<file path="config.mk">
export PLATFORM = sky130hd
export DESIGN_NAME = tlb_flat
export DESIGN_NICKNAME = d
export VERILOG_FILES = /design/src/rtl/tlb_pkg.sv /design/src/rtl/tlb_if.sv /design/src/rtl/tlb_search.sv /design/src/rtl/tlb.sv /design/src/flat_wrapper.sv
export SDC_FILE = /design/constraint.sdc
export NUM_CORES = 2
export LEC_CHECK = 0
export ABC_AREA = 0
export BUFFER_PORTS_ARGS = -buffer_cell sky130_fd_sc_hd__buf_4
export CAP_MARGIN = 20
export CELL_PAD_IN_SITES_DETAIL_PLACEMENT = 1
export CELL_PAD_IN_SITES_GLOBAL_PLACEMENT = 2
export CORE_MARGIN = 2
export CORE_UTILIZATION = 41
export CTS_CLUSTER_DIAMETER = 120
export CTS_CLUSTER_SIZE = 30
export DETAILED_ROUTE_END_ITERATION = 8
export GPL_TIMING_DRIVEN = 0
export PLACE_DENSITY_LB_ADDON = 0.1
export SLEW_MARGIN = 20
export SYNTH_ARGS = -nofsm -noshare
export SYNTH_HDL_FRONTEND = slang
export SYNTH_SLANG_ARGS = --single-unit
</file>
<file path="constraint.sdc">
create_clock -name clk -period 8.2 [get_ports clk]
set_input_delay 1.64 -clock clk [delete_from_list [all_inputs] [get_ports clk]]
set_output_delay 1.64 -clock clk [all_outputs]
set_load 0.01 [all_outputs]
</file>
<file path="src/rtl/tlb_pkg.sv">
// Shared field widths and page-half layout for the joint TLB.
// A page half is always carried as the concatenation {pfn, c, d, v}.
package tlb_pkg;

  localparam int VPN2_W = 19;
  localparam int ASID_W = 8;
  localparam int PFN_W  = 20;
  localparam int C_W    = 3;

  typedef struct packed {
    logic [PFN_W-1:0] pfn;
    logic [C_W-1:0]   c;
    logic             d;
    logic             v;
  } page_t;

  localparam int PAGE_W = $bits(page_t);

  function automatic page_t make_page(input logic [PFN_W-1:0] pfn,
                                      input logic [C_W-1:0] c,
                                      input logic d,
                                      input logic v);
    page_t p;
    p.pfn = pfn;
    p.c   = c;
    p.d   = d;
    p.v   = v;
    return p;
  endfunction

endpackage

</file>
<file path="src/rtl/tlb_if.sv">
// Bundle of the TLB search, write and read ports; slave is the TLB side.
// Search handshake: s_req is a one-cycle strobe sampled at a rising edge; s_rvalid rises for exactly
// the following cycle with the result, which is then held until the next accepted request.
interface tlb_if #(
  parameter int TLBNUM = 16
) ();
  import tlb_pkg::*;
  localparam int TLBNUM_WIDTH = $clog2(TLBNUM);

  logic                    s0_req;
  logic [VPN2_W-1:0]       s0_vpn2;
  logic                    s0_odd_page;
  logic [ASID_W-1:0]       s0_asid;
  logic                    s0_found;
  logic [TLBNUM_WIDTH-1:0] s0_index;
  logic [PFN_W-1:0]        s0_pfn;
  logic [C_W-1:0]          s0_c;
  logic                    s0_d;
  logic                    s0_v;
  logic                    s0_rvalid;

  logic                    s1_req;
  logic [VPN2_W-1:0]       s1_vpn2;
  logic                    s1_odd_page;
  logic [ASID_W-1:0]       s1_asid;
  logic                    s1_found;
  logic [TLBNUM_WIDTH-1:0] s1_index;
  logic [PFN_W-1:0]        s1_pfn;
  logic [C_W-1:0]          s1_c;
  logic                    s1_d;
  logic                    s1_v;
  logic                    s1_rvalid;

  logic [TLBNUM_WIDTH:0]   tlbp_result;

  logic                    we;
  logic [TLBNUM_WIDTH-1:0] w_index;
  logic [VPN2_W-1:0]       w_vpn2;
  logic [ASID_W-1:0]       w_asid;
  logic                    w_g;
  logic [PFN_W-1:0]        w_pfn0;
  logic [C_W-1:0]          w_c0;
  logic                    w_d0;
  logic                    w_v0;
  logic [PFN_W-1:0]        w_pfn1;
  logic [C_W-1:0]          w_c1;
  logic                    w_d1;
  logic                    w_v1;

  logic [TLBNUM_WIDTH-1:0] r_index;
  logic [VPN2_W-1:0]       r_vpn2;
  logic [ASID_W-1:0]       r_asid;
  logic                    r_g;
  logic [PFN_W-1:0]        r_pfn0;
  logic [C_W-1:0]          r_c0;
  logic                    r_d0;
  logic                    r_v0;
  logic [PFN_W-1:0]        r_pfn1;
  logic [C_W-1:0]          r_c1;
  logic                    r_d1;
  logic                    r_v1;

  modport slave (
    input  s0_req, s0_vpn2, s0_odd_page, s0_asid,
    output s0_found, s0_index, s0_pfn, s0_c, s0_d, s0_v, s0_rvalid,
    input  s1_req, s1_vpn2, s1_odd_page, s1_asid,
    output s1_found, s1_index, s1_pfn, s1_c, s1_d, s1_v, s1_rvalid,
    output tlbp_result,
    input  we, w_index, w_vpn2, w_asid, w_g,
    input  w_pfn0, w_c0, w_d0, w_v0, w_pfn1, w_c1, w_d1, w_v1,
    input  r_index,
    output r_vpn2, r_asid, r_g, r_pfn0, r_c0, r_d0, r_v0, r_pfn1, r_c1, r_d1, r_v1
  );

  modport master (
    output s0_req, s0_vpn2, s0_odd_page, s0_asid,
    input  s0_found, s0_index, s0_pfn, s0_c, s0_d, s0_v, s0_rvalid,
    output s1_req, s1_vpn2, s1_odd_page, s1_asid,
    input  s1_found, s1_index, s1_pfn, s1_c, s1_d, s1_v, s1_rvalid,
    input  tlbp_result,
    output we, w_index, w_vpn2, w_asid, w_g,
    output w_pfn0, w_c0, w_d0, w_v0, w_pfn1, w_c1, w_d1, w_v1,
    output r_index,
    input  r_vpn2, r_asid, r_g, r_pfn0, r_c0, r_d0, r_v0, r_pfn1, r_c1, r_d1, r_v1
  );

endinterface

</file>
<file path="src/rtl/tlb_search.sv">
// One registered translation search port: associative match, lowest-index priority encode,
// even/odd half select and the result registers.
module tlb_search
  import tlb_pkg::*;
#(
  parameter int TLBNUM       = 16,
  parameter int TLBNUM_WIDTH = $clog2(TLBNUM)
) (
  input  logic                      clk,
  input  logic                      reset,
  input  logic                      req,
  input  logic [VPN2_W-1:0]         vpn2,
  input  logic                      odd_page,
  input  logic [ASID_W-1:0]         asid,
  input  logic [TLBNUM-1:0]         e,
  input  logic [TLBNUM-1:0]         g,
  input  logic [TLBNUM*VPN2_W-1:0]  vpn2_flat,
  input  logic [TLBNUM*ASID_W-1:0]  asid_flat,
  input  logic [TLBNUM*PAGE_W-1:0]  page0_flat,
  input  logic [TLBNUM*PAGE_W-1:0]  page1_flat,
  output logic                      found,
  output logic [TLBNUM_WIDTH-1:0]   index,
  output logic [PFN_W-1:0]          pfn,
  output logic [C_W-1:0]            c,
  output logic                      d,
  output logic                      v,
  output logic                      rvalid
);

  logic [TLBNUM-1:0]       match;
  logic [TLBNUM_WIDTH-1:0] hit_idx;
  logic                    hit;
  page_t                   sel_page;
  page_t                   page_q;

  // The v bit plays no part in matching; an invalid page still reports a hit.
  always_comb begin
    match = '0;
    for (int i = 0; i < TLBNUM; i++) begin
      match[i] = e[i] && (vpn2_flat[i*VPN2_W +: VPN2_W] == vpn2) &&
                 (g[i] || (asid_flat[i*ASID_W +: ASID_W] == asid));
    end
  end

  // Scanning downward leaves the lowest matching index as the winner.
  always_comb begin
    hit_idx = '0;
    for (int i = TLBNUM - 1; i >= 0; i--) begin
      if (match[i]) hit_idx = TLBNUM_WIDTH'(i);
    end
  end

  assign hit = |match;

  always_comb begin
    sel_page = '0;
    if (hit) begin
      sel_page = odd_page ? page_t'(page1_flat[int'(hit_idx)*PAGE_W +: PAGE_W])
                          : page_t'(page0_flat[int'(hit_idx)*PAGE_W +: PAGE_W]);
    end
  end

  always_ff @(posedge clk) begin
    if (reset) begin
      found  <= 1'b0;
      index  <= '0;
      page_q <= '0;
      rvalid <= 1'b0;
    end else begin
      rvalid <= req;
      if (req) begin
        found  <= hit;
        index  <= hit_idx;
        page_q <= sel_page;
      end
    end
  end

  assign pfn = page_q.pfn;
  assign c   = page_q.c;
  assign d   = page_q.d;
  assign v   = page_q.v;

endmodule

</file>
<file path="src/rtl/tlb.sv">
// Fully associative joint TLB: entry storage, CP0 write/read ports, two search ports and the
// TLBP probe result.
module tlb
  import tlb_pkg::*;
#(
  parameter int TLBNUM = 16,
  localparam int TLBNUM_WIDTH = $clog2(TLBNUM)
) (
  input logic clk,
  input logic reset,
  tlb_if.slave bus
);

  logic [TLBNUM-1:0]  e_q;
  logic [TLBNUM-1:0]  g_q;
  logic [VPN2_W-1:0]  vpn2_q  [TLBNUM];
  logic [ASID_W-1:0]  asid_q  [TLBNUM];
  page_t              page0_q [TLBNUM];
  page_t              page1_q [TLBNUM];

  logic [TLBNUM*VPN2_W-1:0] vpn2_flat;
  logic [TLBNUM*ASID_W-1:0] asid_flat;
  logic [TLBNUM*PAGE_W-1:0] page0_flat;
  logic [TLBNUM*PAGE_W-1:0] page1_flat;

  // Only the present bits are reset; an entry's fields are meaningless until it is written.
  always_ff @(posedge clk) begin
    if (reset) begin
      e_q <= '0;
    end else if (bus.we) begin
      e_q[bus.w_index] <= 1'b1;
    end
  end

  always_ff @(posedge clk) begin
    if (bus.we) begin
      vpn2_q[bus.w_index]  <= bus.w_vpn2;
      asid_q[bus.w_index]  <= bus.w_asid;
      g_q[bus.w_index]     <= bus.w_g;
      page0_q[bus.w_index] <= make_page(bus.w_pfn0, bus.w_c0, bus.w_d0, bus.w_v0);
      page1_q[bus.w_index] <= make_page(bus.w_pfn1, bus.w_c1, bus.w_d1, bus.w_v1);
    end
  end

  always_comb begin
    vpn2_flat  = '0;
    asid_flat  = '0;
    page0_flat = '0;
    page1_flat = '0;
    for (int i = 0; i < TLBNUM; i++) begin
      vpn2_flat[i*VPN2_W +: VPN2_W]  = vpn2_q[i];
      asid_flat[i*ASID_W +: ASID_W]  = asid_q[i];
      page0_flat[i*PAGE_W +: PAGE_W] = page0_q[i];
      page1_flat[i*PAGE_W +: PAGE_W] = page1_q[i];
    end
  end

  assign bus.r_vpn2 = vpn2_q[bus.r_index];
  assign bus.r_asid = asid_q[bus.r_index];
  assign bus.r_g    = g_q[bus.r_index];
  assign bus.r_pfn0 = page0_q[bus.r_index].pfn;
  assign bus.r_c0   = page0_q[bus.r_index].c;
  assign bus.r_d0   = page0_q[bus.r_index].d;
  assign bus.r_v0   = page0_q[bus.r_index].v;
  assign bus.r_pfn1 = page1_q[bus.r_index].pfn;
  assign bus.r_c1   = page1_q[bus.r_index].c;
  assign bus.r_d1   = page1_q[bus.r_index].d;
  assign bus.r_v1   = page1_q[bus.r_index].v;

  tlb_search #(.TLBNUM(TLBNUM), .TLBNUM_WIDTH(TLBNUM_WIDTH)) u_search0 (
    .clk        (clk),
    .reset      (reset),
    .req        (bus.s0_req),
    .vpn2       (bus.s0_vpn2),
    .odd_page   (bus.s0_odd_page),
    .asid       (bus.s0_asid),
    .e          (e_q),
    .g          (g_q),
    .vpn2_flat  (vpn2_flat),
    .asid_flat  (asid_flat),
    .page0_flat (page0_flat),
    .page1_flat (page1_flat),
    .found      (bus.s0_found),
    .index      (bus.s0_index),
    .pfn        (bus.s0_pfn),
    .c          (bus.s0_c),
    .d          (bus.s0_d),
    .v          (bus.s0_v),
    .rvalid     (bus.s0_rvalid)
  );

  tlb_search #(.TLBNUM(TLBNUM), .TLBNUM_WIDTH(TLBNUM_WIDTH)) u_search1 (
    .clk        (clk),
    .reset      (reset),
    .req        (bus.s1_req),
    .vpn2       (bus.s1_vpn2),
    .odd_page   (bus.s1_odd_page),
    .asid       (bus.s1_asid),
    .e          (e_q),
    .g          (g_q),
    .vpn2_flat  (vpn2_flat),
    .asid_flat  (asid_flat),
    .page0_flat (page0_flat),
    .page1_flat (page1_flat),
    .found      (bus.s1_found),
    .index      (bus.s1_index),
    .pfn        (bus.s1_pfn),
    .c          (bus.s1_c),
    .d          (bus.s1_d),
    .v          (bus.s1_v),
    .rvalid     (bus.s1_rvalid)
  );

  // The s1 result registers only load on s1_req and reset to found=0/index=0, so this concat is
  // itself a registered value that resets to {1, 0} and updates exactly with each s1 search.
  assign bus.tlbp_result = {~bus.s1_found, bus.s1_index};

endmodule

</file>
<file path="src/flat_wrapper.sv">
// flat-port wrapper written by rule: the top's interface ports become plain ports
module tlb_flat import tlb_pkg::*;
#(
  parameter int TLBNUM = 16,
  localparam int TLBNUM_WIDTH = $clog2(TLBNUM)
)
  (clk, reset, bus_s0_req, bus_s0_vpn2, bus_s0_odd_page, bus_s0_asid, bus_s0_found, bus_s0_index, bus_s0_pfn, bus_s0_c, bus_s0_d, bus_s0_v, bus_s0_rvalid, bus_s1_req, bus_s1_vpn2, bus_s1_odd_page, bus_s1_asid, bus_s1_found, bus_s1_index, bus_s1_pfn, bus_s1_c, bus_s1_d, bus_s1_v, bus_s1_rvalid, bus_tlbp_result, bus_we, bus_w_index, bus_w_vpn2, bus_w_asid, bus_w_g, bus_w_pfn0, bus_w_c0, bus_w_d0, bus_w_v0, bus_w_pfn1, bus_w_c1, bus_w_d1, bus_w_v1, bus_r_index, bus_r_vpn2, bus_r_asid, bus_r_g, bus_r_pfn0, bus_r_c0, bus_r_d0, bus_r_v0, bus_r_pfn1, bus_r_c1, bus_r_d1, bus_r_v1);
  tlb_if #(.TLBNUM(TLBNUM)) bus_i ();
  input logic clk;
  input logic reset;
  input wire logic [$bits(bus_i.s0_req)-1:0] bus_s0_req;
  input wire logic [$bits(bus_i.s0_vpn2)-1:0] bus_s0_vpn2;
  input wire logic [$bits(bus_i.s0_odd_page)-1:0] bus_s0_odd_page;
  input wire logic [$bits(bus_i.s0_asid)-1:0] bus_s0_asid;
  output wire logic [$bits(bus_i.s0_found)-1:0] bus_s0_found;
  output wire logic [$bits(bus_i.s0_index)-1:0] bus_s0_index;
  output wire logic [$bits(bus_i.s0_pfn)-1:0] bus_s0_pfn;
  output wire logic [$bits(bus_i.s0_c)-1:0] bus_s0_c;
  output wire logic [$bits(bus_i.s0_d)-1:0] bus_s0_d;
  output wire logic [$bits(bus_i.s0_v)-1:0] bus_s0_v;
  output wire logic [$bits(bus_i.s0_rvalid)-1:0] bus_s0_rvalid;
  input wire logic [$bits(bus_i.s1_req)-1:0] bus_s1_req;
  input wire logic [$bits(bus_i.s1_vpn2)-1:0] bus_s1_vpn2;
  input wire logic [$bits(bus_i.s1_odd_page)-1:0] bus_s1_odd_page;
  input wire logic [$bits(bus_i.s1_asid)-1:0] bus_s1_asid;
  output wire logic [$bits(bus_i.s1_found)-1:0] bus_s1_found;
  output wire logic [$bits(bus_i.s1_index)-1:0] bus_s1_index;
  output wire logic [$bits(bus_i.s1_pfn)-1:0] bus_s1_pfn;
  output wire logic [$bits(bus_i.s1_c)-1:0] bus_s1_c;
  output wire logic [$bits(bus_i.s1_d)-1:0] bus_s1_d;
  output wire logic [$bits(bus_i.s1_v)-1:0] bus_s1_v;
  output wire logic [$bits(bus_i.s1_rvalid)-1:0] bus_s1_rvalid;
  output wire logic [$bits(bus_i.tlbp_result)-1:0] bus_tlbp_result;
  input wire logic [$bits(bus_i.we)-1:0] bus_we;
  input wire logic [$bits(bus_i.w_index)-1:0] bus_w_index;
  input wire logic [$bits(bus_i.w_vpn2)-1:0] bus_w_vpn2;
  input wire logic [$bits(bus_i.w_asid)-1:0] bus_w_asid;
  input wire logic [$bits(bus_i.w_g)-1:0] bus_w_g;
  input wire logic [$bits(bus_i.w_pfn0)-1:0] bus_w_pfn0;
  input wire logic [$bits(bus_i.w_c0)-1:0] bus_w_c0;
  input wire logic [$bits(bus_i.w_d0)-1:0] bus_w_d0;
  input wire logic [$bits(bus_i.w_v0)-1:0] bus_w_v0;
  input wire logic [$bits(bus_i.w_pfn1)-1:0] bus_w_pfn1;
  input wire logic [$bits(bus_i.w_c1)-1:0] bus_w_c1;
  input wire logic [$bits(bus_i.w_d1)-1:0] bus_w_d1;
  input wire logic [$bits(bus_i.w_v1)-1:0] bus_w_v1;
  input wire logic [$bits(bus_i.r_index)-1:0] bus_r_index;
  output wire logic [$bits(bus_i.r_vpn2)-1:0] bus_r_vpn2;
  output wire logic [$bits(bus_i.r_asid)-1:0] bus_r_asid;
  output wire logic [$bits(bus_i.r_g)-1:0] bus_r_g;
  output wire logic [$bits(bus_i.r_pfn0)-1:0] bus_r_pfn0;
  output wire logic [$bits(bus_i.r_c0)-1:0] bus_r_c0;
  output wire logic [$bits(bus_i.r_d0)-1:0] bus_r_d0;
  output wire logic [$bits(bus_i.r_v0)-1:0] bus_r_v0;
  output wire logic [$bits(bus_i.r_pfn1)-1:0] bus_r_pfn1;
  output wire logic [$bits(bus_i.r_c1)-1:0] bus_r_c1;
  output wire logic [$bits(bus_i.r_d1)-1:0] bus_r_d1;
  output wire logic [$bits(bus_i.r_v1)-1:0] bus_r_v1;
  assign bus_i.s0_req = bus_s0_req;
  assign bus_i.s0_vpn2 = bus_s0_vpn2;
  assign bus_i.s0_odd_page = bus_s0_odd_page;
  assign bus_i.s0_asid = bus_s0_asid;
  assign bus_s0_found = bus_i.s0_found;
  assign bus_s0_index = bus_i.s0_index;
  assign bus_s0_pfn = bus_i.s0_pfn;
  assign bus_s0_c = bus_i.s0_c;
  assign bus_s0_d = bus_i.s0_d;
  assign bus_s0_v = bus_i.s0_v;
  assign bus_s0_rvalid = bus_i.s0_rvalid;
  assign bus_i.s1_req = bus_s1_req;
  assign bus_i.s1_vpn2 = bus_s1_vpn2;
  assign bus_i.s1_odd_page = bus_s1_odd_page;
  assign bus_i.s1_asid = bus_s1_asid;
  assign bus_s1_found = bus_i.s1_found;
  assign bus_s1_index = bus_i.s1_index;
  assign bus_s1_pfn = bus_i.s1_pfn;
  assign bus_s1_c = bus_i.s1_c;
  assign bus_s1_d = bus_i.s1_d;
  assign bus_s1_v = bus_i.s1_v;
  assign bus_s1_rvalid = bus_i.s1_rvalid;
  assign bus_tlbp_result = bus_i.tlbp_result;
  assign bus_i.we = bus_we;
  assign bus_i.w_index = bus_w_index;
  assign bus_i.w_vpn2 = bus_w_vpn2;
  assign bus_i.w_asid = bus_w_asid;
  assign bus_i.w_g = bus_w_g;
  assign bus_i.w_pfn0 = bus_w_pfn0;
  assign bus_i.w_c0 = bus_w_c0;
  assign bus_i.w_d0 = bus_w_d0;
  assign bus_i.w_v0 = bus_w_v0;
  assign bus_i.w_pfn1 = bus_w_pfn1;
  assign bus_i.w_c1 = bus_w_c1;
  assign bus_i.w_d1 = bus_w_d1;
  assign bus_i.w_v1 = bus_w_v1;
  assign bus_i.r_index = bus_r_index;
  assign bus_r_vpn2 = bus_i.r_vpn2;
  assign bus_r_asid = bus_i.r_asid;
  assign bus_r_g = bus_i.r_g;
  assign bus_r_pfn0 = bus_i.r_pfn0;
  assign bus_r_c0 = bus_i.r_c0;
  assign bus_r_d0 = bus_i.r_d0;
  assign bus_r_v0 = bus_i.r_v0;
  assign bus_r_pfn1 = bus_i.r_pfn1;
  assign bus_r_c1 = bus_i.r_c1;
  assign bus_r_d1 = bus_i.r_d1;
  assign bus_r_v1 = bus_i.r_v1;
  tlb #(.TLBNUM(TLBNUM)) u_core (.clk(clk), .reset(reset), .bus(bus_i));
endmodule
</file>
; Yosys cells after proc, flatten, opt, wreduce, memory -nomap -nowiden
; Memories as Yosys holds them, arrays and structs flattened.
; Cells that the tools add are included.
[word_totals]
out_inout_bits = 145
mem_bits_rw = 1232
reg_bits = 94
memories = 4
[memory_table]
columns = name, words, word_bits, read_ports, rd_clocked_by_memory_dff, wr, line
row1 = u_core.page0_q, 16, 25, 17, 0, 1, tlb.sv:18  ; page_t page0_q [TLBNUM];
row2 = u_core.page1_q, 16, 25, 17, 0, 1, tlb.sv:19  ; page_t page1_q [TLBNUM];
row3 = u_core.vpn2_q, 16, 19, 17, 0, 1, tlb.sv:16  ; logic [VPN2_W-1:0] vpn2_q [TLBNUM];
row4 = u_core.asid_q, 16, 8, 17, 0, 1, tlb.sv:17  ; logic [ASID_W-1:0] asid_q [TLBNUM];
[classes]
n_shift = 4
n_mul = 2
reduce_logical = 99
bitwise_logic = 2
order_cmp = 3
eq_ne = 64
mux = 43
[op_table]
columns = op, count
row1 = $shiftx A400 B10 Y25, 2
row2 = $shiftx A400 B32 Y25, 2
row3 = $eq A19 B19 Y1, 32
row4 = $eq A8 B8 Y1, 32
row5 = $mux W4, 32
row6 = $mux W25, 4
row7 = $logic_and A1 B1 Y1, 65
row8 = $logic_or A1 B1 Y1, 32
row9 = $reduce_or A16 Y1, 2
row10 = $mul A4 B5 Y9 const B, 2
row11 = $bwmux W16, 1
row12 = $or A16 B16 Y16, 1
row13 = $lt A4 B5 Y1 const B, 2
row14 = $bmux W1 S4, 1
row15 = $demux W1 S4, 1
row16 = $ge A4 B1 Y1 const B, 1
row17 = $mux W1, 4
row18 = $not A1 Y1, 1

; Depth between registers and ports, before layout
; An unclocked memory read counts as a cell.
[depth]
depth_word = 24
ltp_mapped = 18
depth_no_buf = 12

; Cells and area by module
; A second synthesis with hierarchy kept.
[hier_totals]
hier_cells = 6342
area_unflattened_um2 = 77455.5
[by_module_without_submodules]
columns = module, area_per_inst_um2, seq_area_each_um2, cells_each, instances
row1 = tlb, 47279.1, 37796.2, 1990, 1
row2 = tlb_search, 15088.2, 620.6, 2176, 2

; Worst setup path after synthesis
; OpenSTA, ideal clock, no wires.
[synth_path]
path_kind = input to register
from = in bus_w_index[1]
to = mem u_core.asid_q[0][0], enable pin
path_slack_ps = 96
n_path_buf = 0
t_arrival_ps = 7491
cell_stages = 2
setup_time_ps = 613
path_cell_list = or3b_2 -> nor3_1
[synth_lines]
columns = item, line
row1 = start: declaration, flat_wrapper.sv:35  ; input wire logic [$bits(bus_i.w_index)-1:0] bus_w_index;
row2 = end: declaration, tlb.sv:17
; No word-level cell before the write port.

; Final worst setup path
[layout_path]
from = in bus_s1_vpn2[10]
to = reg u_core.u_search1.page_q (netlist bit u_core.u_search1.pfn[0])
[layout_between]
elab_chain_cells = 23
word_cells_on_any_way = 70
cone_classes = mul: 1 / eq/ne: 16 / shift: 2 / mux: 18 / reduce/logical: 33
[layout_rtl]
columns = item, line
row1 = start: declaration, flat_wrapper.sv:23  ; input wire logic [$bits(bus_i.s1_vpn2)-1:0] bus_s1_vpn2;
row2 = $eq A19 B19 Y1, tlb_search.sv:40  ; match[i] = e[i] && (vpn2_flat[i*VPN2_W +: VPN2_W] == vpn2) &&
row3 = $logic_and A1 B1 Y1 (2 in series), tlb_search.sv:40
row4 = $mux W4 (16 in series), tlb_search.sv:49  ; if (match[i]) hit_idx = TLBNUM_WIDTH'(i);
row5 = $mul A4 B5 Y9, "tlb_search.sv:58, tlb_search.sv:59"
row6 = $shiftx A400 B10 Y25 / $shiftx A400 B32 Y25 (equally long branches), "tlb_search.sv:59, tlb_search.sv:58"
row7 = $mux W25, tlb_search.sv:58  ; sel_page = odd_page ? page_t'(page1_flat[int'(hit_idx)*PAGE_W +: PAGE_W])
row8 = $mux W25 (*), tlb_search.sv:57  ; if (hit) begin
row9 = end signal: assignment, tlb_search.sv:74  ; page_q <= sel_page;
row10 = end: declaration, tlb_search.sv:34  ; page_t page_q;
; Mark *: on every way between the ends. The rest lies on a longest branch, timed or not.
; A chain may end at the register's enable or synchronous reset.

==> impl_metrics.tcl <==
set metrics [dict create \
    root_buffer "clkbuf_16" \
    port_buffers 231 \
    cp_cell_sequence "buf_2 > buf_2 > xnor2_1 > nor4b_1 > nand3_1 > nor4_1 > or2_2 > a21oi_1 > or3_1 > o311ai_1 > or2_1 > clkbuf_1 > clkbuf_1 > buf_8 > o22ai_1 > a2111oi_0 > o31ai_1" \
    endpoint_kind "flop" \
    syn_avg_cell_area_um2 13.6 \
    place.gp.congestion 1.04 \
    relSlewSlack_pct 7.84 \
    post_drt_wl_per_cell_um 49.1 \
    grt_pass1_vias 58600 \
    layout-drive-gt1-share_pct 22.6 \
    status "finished, violations left" \
    p_int_mw 9.61 \
    seq_area_frac_synth_pct 51.7 \
    place_ws_ns -0.589 \
    syn2layout_area_growth_pct 12.0 \
    drtPass1Iterations 9 \
    p_sw_mw 3.91 \
    syn-cell-area_um2 75600 \
    core_area_um2 183000 \
    cts_resized 0 \
    synthArstFlopShare_pct 0 \
    rsz0062_at_grt "no" \
    hold_class "reg2reg" \
    synth.distinct_cells 66 \
    drt_iter0_drc 11100 \
    fmax_mhz 121 \
    cts_sinks 1326 \
    cts_max_path_buffers 3 \
    synth_seq_cells 1326 \
    grtUsageTotal_pct 43.7 \
    io_pins 292 \
    pwr-share-comb_pct 15.0 \
    synth-edff-count 1248 \
    cp_data_required_time_ns 8.89 \
    die_h_um 433 \
    antenna_left 0 \
    cts_tree "done" \
    ys.flop_type "edfxtp_1" \
    die_width_um 433 \
    fin_skew_ns 0.0947 \
    slew_violations 0 \
    path_buf_inv 5 \
    crit_fanout 10 \
    cpLargestDelayFamily "buffers and inverters" \
    wl_um 417000 \
    htreeDepth 2 \
    peakVddDrop_v 0.000186 \
    tightest_slew_ns 1.38 \
    crit_slowest_cell "nor4_1" \
    finalHoldViolations 0 \
    vias 61900 \
    dpl.hpwl_um 314000 \
    antenna_found_initial 36 \
    pwr-share-clk_pct 28.2 \
    violations "negative setup slack" \
    final_cells 8497 \
    drc 0 \
    period_share_pct 101 \
    p_leak_nw 27.7 \
    cap_violations 0 \
    path_class "in2reg" \
    clk_latency_ns 0.85 \
    gr-total-overflow 0 \
    syn_inst 5548 \
    path_clk_slew_ns 0.12 \
    setup_ws_ns -0.0892 \
    grt_pass1_wl_um 544000 \
    postCtsHoldBufs 0 \
    fin_crit_ns 8.29 \
    syn_nets 5695 \
    final_nets 6114 \
    grt_max_degree 32 \
    finalSetupViolCount 1 \
    switching_share_pct 28.9 \
    cp.arrival_ns 8.98 \
    finalPower_mw 13.5 \
    p_seq_share_pct 56.8 \
    postCtsSetupBuffers 0 \
    viasPerCell 7.28 \
    placedCellCount 8373 \
    cts_made_buffers 55 \
    synth_warnings 0 \
    slowest_delay_ns 0.99 \
    power.density_nw_per_um2 160 \
    start_util_pct 41.3 \
    cp-start-kind "primary input" \
    num_rows 157 \
    dieArea_um2 188000 \
]
## area by class of cell
cell class | count | area (um2)
timing repair buffer | 362 | 3760
fill | 18500 | 98500
clock buffer | 83 | 1520
antenna | 24 | 60.1
multi-input combinational | 3765 | 34700
buffer | 449 | 2190
inverter | 8 | 30.0
clock inverter | 16 | 256
sequential | 1326 | 39000
tap | 2464 | 3080
## worst register-to-register path: stages (launching register included)
cell      delay [ns]
edfxtp_1        0.46
xnor2_1         0.93
nor4b_1         0.39
nand3_1         0.48
nor4_1          0.64
o211ai_1        0.15
a311oi_1        0.53
o32a_1          0.53
buf_2           0.73
buf_2           0.67
clkbuf_1        0.79
nand2_1         0.14
a31oi_1         0.37
o31a_1          0.27
a22o_1          0.15
## registers in the layout, indices dropped and copies added (netlist names), 3 cells and up
name / flops
u_core.u_search1.pfn: 20
u_core.u_search1.c: 3
u_core.page1_q: 400
u_core.e_q: 16
u_core.vpn2_q: 304
u_core.u_search0.index: 4
u_core.u_search1.index: 4
u_core.page0_q: 400
u_core.u_search0.pfn: 20
u_core.asid_q: 128
u_core.u_search0.c: 3
u_core.g_q: 16
## synthesized netlist by cell type (74+ instances only)
| cell | number | area [um2] |
|---|---|---|
| edfxtp_1 | 1248 | 37500 |
| xor2_1 | 640 | 5610 |
| mux4_2 | 544 | 12300 |
| nand2_1 | 350 | 1310 |
| nor4_1 | 248 | 1550 |
| clkbuf_1 | 227 | 852 |
| xnor2_1 | 224 | 1960 |
| a21oi_1 | 194 | 971 |
| nand2b_1 | 163 | 1020 |
| buf_2 | 158 | 791 |
| nor2_1 | 150 | 563 |
| nand3_1 | 125 | 626 |
| and2_1 | 119 | 744 |
| nand4_1 | 103 | 644 |
| mux2i_1 | 99 | 991 |
| dfxtp_1 | 78 | 1560 |
| a31oi_1 | 74 | 463 |
## final timing paths
check	from	to	cells after the start	slack (ns)
max	bus_s1_vpn2[10]	u_core.u_search1.pfn[0]	17	-0.09
min	u_core.u_search1.pfn[13]	u_core.u_search1.pfn[13]	2	0.47
min reg2reg	u_core.u_search1.pfn[13]	u_core.u_search1.pfn[13]	2	0.47
max reg2reg	u_core.vpn2_q[14][12]	u_core.u_search0.pfn[11]	14	0.94
## cell families (layout without fill, tap and decap cells)
kind of cell | after synthesis | count (layout) | synth area share, %
simple gates | 1545 | 1545 | 11.4
flops | 1326 | 1326 | 51.7
xor+xnor | 864 | 864 | 10.0
compound gates | 713 | 713 | 6.66
mux | 643 | 643 | 17.5
buf+inv | 457 | 918 | 2.71
other cells | 0 | 24 | 0
## layout by cell type (no fill, tap or decap), types with 103 or more instances in the layout
cell type | synthesis | routed
a21oi_1 | 194 | 188
and2_1 | 119 | 119
buf_2 | 158 | 188
buf_4 | 18 | 298
clkbuf_1 | 227 | 147
clkbuf_2 | 0 | 107
edfxtp_1 | 1248 | 1248
mux4_2 | 544 | 544
nand2_1 | 350 | 350
nand2b_1 | 163 | 163
nand3_1 | 125 | 125
nand4_1 | 103 | 103
nor2_1 | 150 | 134
nor4_1 | 248 | 245
xnor2_1 | 224 | 224
xor2_1 | 640 | 640
## power groups by stage
stage | combinational (mW) | clock, mW | sequential [mW]
floorplan | 0.994 | 0 | 7.76
global placement | 1.87 | 0 | 7.84
detailed placement | 1.93 | 0 | 7.82
CTS | 1.94 | 3.81 | 7.67
global route | 2.04 | 3.98 | 7.68
finish | 2.03 | 3.82 | 7.68
## through the flow
step           setup TNS, ns  hold slack, ns  util, %  cell area (um2)
3_3_place_gp        -4240.77           0.447     43.9            80400
5_1_grt                    0           0.499     46.2            84600
3_5_place_dp           -5.96           0.454     45.2            82700
4_1_cts                    0           0.476     46.2            84500
2_1_floorplan              0           0.481        -            75600
6_report             -0.0892           0.474     46.2            84600
## layer usage
metal  global-route usage [%]  routed length [um]
met2                     58.5              166000
met1                     60.5              164000
met3                     19.0               65600
met4                     19.7               21500
met5                    0.156                 151
Note: power is estimated with default switching activity, not from simulation.
